### config.mk
export PLATFORM = sky130hd
export DESIGN_NAME = rgb_2_bw_final
export DESIGN_NICKNAME = d
export VERILOG_FILES = /design/src/rtl/rgb_2_bw_final.sv
export SDC_FILE = /design/constraint.sdc
export NUM_CORES = 1
export LEC_CHECK = 0
export CAP_MARGIN = 20
export CORE_MARGIN = 2
export CORE_UTILIZATION = 50
export DETAILED_ROUTE_END_ITERATION = 8
export GPL_TIMING_DRIVEN = 1
export PLACE_DENSITY = 0.73
export SETUP_SLACK_MARGIN = 0.05
export SLEW_MARGIN = 20
export SYNTH_ARGS = -nofsm -noshare
export SYNTH_HDL_FRONTEND = slang
export SYNTH_SLANG_ARGS = --single-unit
### constraint.sdc
create_clock -name clk -period 3.6 [get_ports clk]
set_clock_uncertainty 0.15 [all_clocks]
set_input_delay 0.72 -clock clk [delete_from_list [all_inputs] [get_ports clk]]
set_output_delay 0.72 -clock clk [all_outputs]
set_load 0.02 [all_outputs]
### src/rtl/rgb_2_bw_final.sv
// -----------------------------------------------------------------------------
// rgb_2_bw_final
//
// Purpose:
//   Two-stage pipelined RGB-to-grayscale converter. One 8-bit R/G/B pixel is
//   accepted per clock. The block produces the unnormalised weighted luminance
//   sum W_R*R + W_G*G + W_B*B and a thresholded black/white bit.
//
//   Stage 1 registers the three channel products, the threshold scaled into
//   sum units (threshold * (W_R+W_G+W_B)) and the valid bit.
//   Stage 2 registers the sum, the threshold compare result and the valid bit.
//   Latency is exactly 2 clocks. Throughput is 1 pixel/clock with no
//   backpressure.
//
// Handshake:
//   in_valid qualifies origi_* and bw_threshold in the cycle where it is
//   sampled. out_valid qualifies intmod_red, bw_pixel (and gray8) exactly two
//   clocks later. There is no ready signal, so the consumer must accept every
//   out_valid beat. Data registers load every cycle. While out_valid is 0 the
//   data outputs carry pipelined junk that consumers ignore.
//
// Optional feature (macro GRAY8_OUT_EN):
//   When the macro is defined, the block adds the output gray8 =
//   floor(intmod_red*41/4096), which approximates intmod_red/100. It is only
//   meaningful with the default weights.
//
// Ports:
//   clk           in   1      system clock, rising edge
//   rst_n         in   1      asynchronous active-low reset
//   in_valid      in   1      qualifies origi_* / bw_threshold
//   origi_red     in   8      red component, unsigned
//   origi_green   in   8      green component, unsigned
//   origi_blue    in   8      blue component, unsigned
//   bw_threshold  in   8      B/W threshold in gray units (0..255)
//   out_valid     out  1      qualifies intmod_red / bw_pixel
//   intmod_red    out  OUT_W  weighted sum W_R*R + W_G*G + W_B*B
//   bw_pixel      out  1      1 = white (sum >= threshold*weights), 0 = black
//   gray8         out  8      (GRAY8_OUT_EN only) approx intmod_red/100
//
// Parameters:
//   W_R, W_G, W_B  channel weights. Their sum must be <= 128 so that
//                  255*(W_R+W_G+W_B) fits in OUT_W.
//   OUT_W          width of the sum bus
// -----------------------------------------------------------------------------
module rgb_2_bw_final #(
  parameter int unsigned W_R   = 30,
  parameter int unsigned W_G   = 59,
  parameter int unsigned W_B   = 11,
  parameter int unsigned OUT_W = 15
) (
  input  logic             clk,
  input  logic             rst_n,
  input  logic             in_valid,
  input  logic [7:0]       origi_red,
  input  logic [7:0]       origi_green,
  input  logic [7:0]       origi_blue,
  input  logic [7:0]       bw_threshold,
  output logic             out_valid,
  output logic [OUT_W-1:0] intmod_red,
`ifdef GRAY8_OUT_EN
  output logic [7:0]       gray8,
`endif
  output logic             bw_pixel
);

  localparam int unsigned W_SUM = W_R + W_G + W_B;
  // Width needed for the intmod_red*41 product used by gray8.
  localparam int unsigned GW    = OUT_W + 6;

  // Stage-1 products. Each product is at most 255*W_SUM, and that bound fits
  // in OUT_W, so the truncation to OUT_W bits is exact.
  logic [OUT_W-1:0] w_pr;
  logic [OUT_W-1:0] w_pg;
  logic [OUT_W-1:0] w_pb;
  logic [OUT_W-1:0] w_thr;

  assign w_pr  = OUT_W'(W_R)   * OUT_W'(origi_red);
  assign w_pg  = OUT_W'(W_G)   * OUT_W'(origi_green);
  assign w_pb  = OUT_W'(W_B)   * OUT_W'(origi_blue);
  // Scaling the threshold into sum units lets stage 2 compare directly
  // against the sum. No divider is needed.
  assign w_thr = OUT_W'(W_SUM) * OUT_W'(bw_threshold);

  logic             r_valid1;
  logic [OUT_W-1:0] r_pr;
  logic [OUT_W-1:0] r_pg;
  logic [OUT_W-1:0] r_pb;
  logic [OUT_W-1:0] r_thr;

  always_ff @(posedge clk or negedge rst_n) begin
    if (!rst_n) begin
      r_valid1 <= 1'b0;
      r_pr     <= '0;
      r_pg     <= '0;
      r_pb     <= '0;
      r_thr    <= '0;
    end else begin
      r_valid1 <= in_valid;
      r_pr     <= w_pr;
      r_pg     <= w_pg;
      r_pb     <= w_pb;
      r_thr    <= w_thr;
    end
  end

  // Stage-2 sum. It cannot overflow for the same reason the products cannot.
  logic [OUT_W-1:0] w_sum;
  assign w_sum = r_pr + r_pg + r_pb;

  always_ff @(posedge clk or negedge rst_n) begin
    if (!rst_n) begin
      out_valid  <= 1'b0;
      intmod_red <= '0;
      bw_pixel   <= 1'b0;
    end else begin
      out_valid  <= r_valid1;
      intmod_red <= w_sum;
      bw_pixel   <= (w_sum >= r_thr);
    end
  end

`ifdef GRAY8_OUT_EN
  // 41/4096 ~= 1/100. The result stays <= 255 for sums up to 25500.
  always_ff @(posedge clk or negedge rst_n) begin
    if (!rst_n) begin
      gray8 <= 8'd0;
    end else begin
      gray8 <= 8'((GW'(w_sum) * GW'(41)) >> 12);
    end
  end
`endif

endmodule

==> qor.txt <==
Setup Viol. Count Final: 1
post-route setup slack: -0.0918 ns
initial drt markers: 150
post-synthesis simple-gate area fraction: 0.0554
layout cells sized above 1: 0.188
EDFF count, synth: 0
fin nets: 878
Core ar.: 11500 sq um
Post-Route Utilization: 0.662
Worst Tran Pin Value: 0.499 ns
Post-Synth Adder-Cell Area: 0.424
diode count: 0
largest cells by area after synthesis: dfrtp_1, ha_1, fa_1
num rows: 39
post-route ant nets: 0
fin crit period: 3.69 ns
post-synthesis register bit count: 69
failing checks: design-rule violations, negative setup slack
Final Max Slew Viols: 0
Max Root-Sink Buffers: 2
PortBufs: 51
unrepaired setup endpoints after global routing: yes
average size of a mapped cell: 11.0 sq um
post-synthesis instance total: 541
largest family of logic cells by synthesized area: adder cells
ys flop type: dfrtp_1
Detailed Routing Iterations Pass 1: 6
Syn Std Cell Area: 5940 sq um
sequential-to-total area share from yosys stat: 0.291
yosys warns: 0
Worst Path Max Fanout: 3
mux contribution to synthesized area: 0
Max IR drop VDD: 0.575 mV
Root Buffer Master: clkbuf_16
global-route wire length before repair: 20100 microns
Filler cells: 897
pwr dens: 1020 nW/um^2
Syn-to-layout area delta: 28.3%
number of global-route vias before repair: 4598
total gr overflow: 0
slew margin rel.: 0.668
num ports: 52
pin count of the biggest net entering global routing: 25
GR Util All Layers: 0.196
Detailed Place HPWL: 9880 microns
cts hold-fix bufs: 0
post-DR vias/cell: 5.13
Initial Util: 0.516
Final TNS setup: -0.0918 ns
drt wl/cell: 14.4 microns
Tcrit/Tclk final: 1.03
fraction of registers with async set/reset: 1.00
Sinks on Clock Net: 69
Net Count, Synth: 747
XOR/XNOR Fraction of Synth Area: 0.0605
share of Yosys cell area claimed by the top area cell type: 0.291
CP Class: flop to flop
crit path capture type: flop
count leader, synth: ha_1
Placer Congestion: 0.886
fmax: 0.271 GHz
Crit path required time: 3.65 ns
total CTS buffers: 9
worst skew pair latency: 0.33 ns
startpoint types: flop
outcome: finished with violations
multi-input logic area: 4010 sq um
H-tree Lvls: 3
Lkg Pwr: 3.90 nW
die height: 113 microns
max-cap violations: 0
Synth top cells by count: ha_1, inv_1, dfrtp_1, fa_1, a21oi_1
Die W: 113 microns
library cells used by synthesis: 41
WP data arrival: 3.74 ns
final wirelength: 11800 microns
DIE AREA: 12800 sq um
leading area contributor after synthesis: dfrtp_1
vias post-DR: 4208
Final Hold Fails: 0
register area: 1730 sq um
clk slew on worst S/H paths: 0.05 ns
drc violations: 7
initial antenna violation count: 0
Hold Crit Class: input port to asynchronous set/reset pin
Synth Area in Compound Gates: 0.110
TritonCTS clock tree: yes
[power breakdown]
| part | internal [mW] | switching (mW) | leakage (nW) |
|---|---|---|---|
| Sequential | 1.12 | 0.137 | 0.812 |
| Clock | 0.623 | 0.315 | 0.158 |
| Combinational | 2.66 | 2.94 | 2.93 |
[state kept, by name (all words and copies together) (netlist names)]
register and cells:
bw_pixel 1, r_thr 13, r_pr 12, r_pb 12, r_valid1 1, r_pg 14, intmod_red 15, out_valid 1
[metal layers]
metal	share of wire	up-vias	track usage
li1	-	2093	-
met1	0.42	2038	0.228
met2	0.53	58	0.365
met3	0.026	19	0.0380
met4	0.021	0	0.0577
met5	0	-	0
[worst max-delay path, stage by stage (launching register included)]
cell and delay, ns:
dfrtp_1 0.39, inv_2 0.05, fa_1 0.53, inv_1 0.04, ha_2 0.18, fa_2 0.37
a211oi_4 0.29, o211ai_1 0.18, a31o_2 0.26, a21oi_4 0.16, xnor2_2 0.13, ha_2 0.19
a211o_1 0.29, o22a_1 0.19, a21oi_2 0.11, a31oi_1 0.05
[logic make-up (layout without fill, tap and decap cells)]
family	after synthesis	in the layout
AOI/OAI and AO/OA	98	98
xor gates and xnor gates	41	41
adders and majority gates	171	171
buffers and inverters	94	230
DFF	69	69
and+or+nand+nor	68	68
[cell usage in the layout, fill, tap and decap left out, drive strengths merged, types with 2 or more instances in the layout]
| master | synthesis | layout |
|---|---|---|
| clkbuf | 2 | 12 |
| dfrtp | 69 | 69 |
| a211o | 2 | 2 |
| or4 | 2 | 2 |
| nor4 | 2 | 2 |
| nand2 | 14 | 14 |
| nor3 | 6 | 6 |
| fa | 50 | 50 |
| dlygate4sd2 | 0 | 2 |
| buf | 0 | 75 |
| bufinv | 0 | 2 |
| nand3 | 9 | 9 |
| a21o | 11 | 11 |
| a211oi | 6 | 6 |
| o211ai | 7 | 7 |
| ha | 121 | 121 |
| nor2 | 21 | 21 |
| nor2b | 3 | 3 |
| inv | 92 | 92 |
| dlymetal6s2s | 0 | 7 |
| a31oi | 4 | 4 |
| o21bai | 8 | 8 |
| o41ai | 2 | 2 |
| a31o | 2 | 2 |
| nand4 | 5 | 5 |
| xnor2 | 27 | 27 |
| clkdlybuf4s50 | 0 | 36 |
| xor2 | 14 | 14 |
| o21a | 4 | 4 |
| a21oi | 29 | 29 |
| o21ai | 16 | 16 |
| clkinv | 0 | 3 |
[metrics by stage]
stage	cell area (sq um)	setup slack [ns]	hold slack, ns	total power, mW	instances
after floorplan	5970	0.0217	0.181	4.74	541
after global placement	7160	-0.571	0.194	6.16	802
after detailed placement	7160	-0.652	0.193	6.31	802
after CTS	7560	-0.159	0.211	7.48	819
after global routing	7620	-0.194	0.219	8.48	820
final	7620	-0.0918	0.205	7.79	820
[path summary, 6_finish.rpt]
path,startpoint,to,slack (ns),cells past startpoint
max in group asynchronous,rst_n,r_pb[5],2.41,2
setup / recovery,r_pr[1],bw_pixel,-0.09,15
hold reg to reg,r_valid1,out_valid,0.21,0
setup reg to reg,r_pr[1],bw_pixel,-0.09,15
hold / removal,rst_n,r_thr[12],0.21,1
min in group clk,r_valid1,out_valid,0.21,0
[final cells by class]
class                   count  area share
clock inverters             6      0.0113
repair buffers            122       0.136
inverters                  92      0.0453
clock buffers              10      0.0314
multi-input cells         378       0.526
flip-flops and latches     69       0.227
well taps                 143      0.0235
[what timing repair did]
| action | 4_1_cts | 5_1_grt |
|---|---|---|
| pin swaps | 19 | 26 |
| buffers inserted | 1 | 1 |
| endpoints found under the setup margin | 8 | 12 |
| resized for setup | 29 | 30 |
| cloned | 0 | 0 |
No activity file was read; power rests on OpenSTA's default activity.
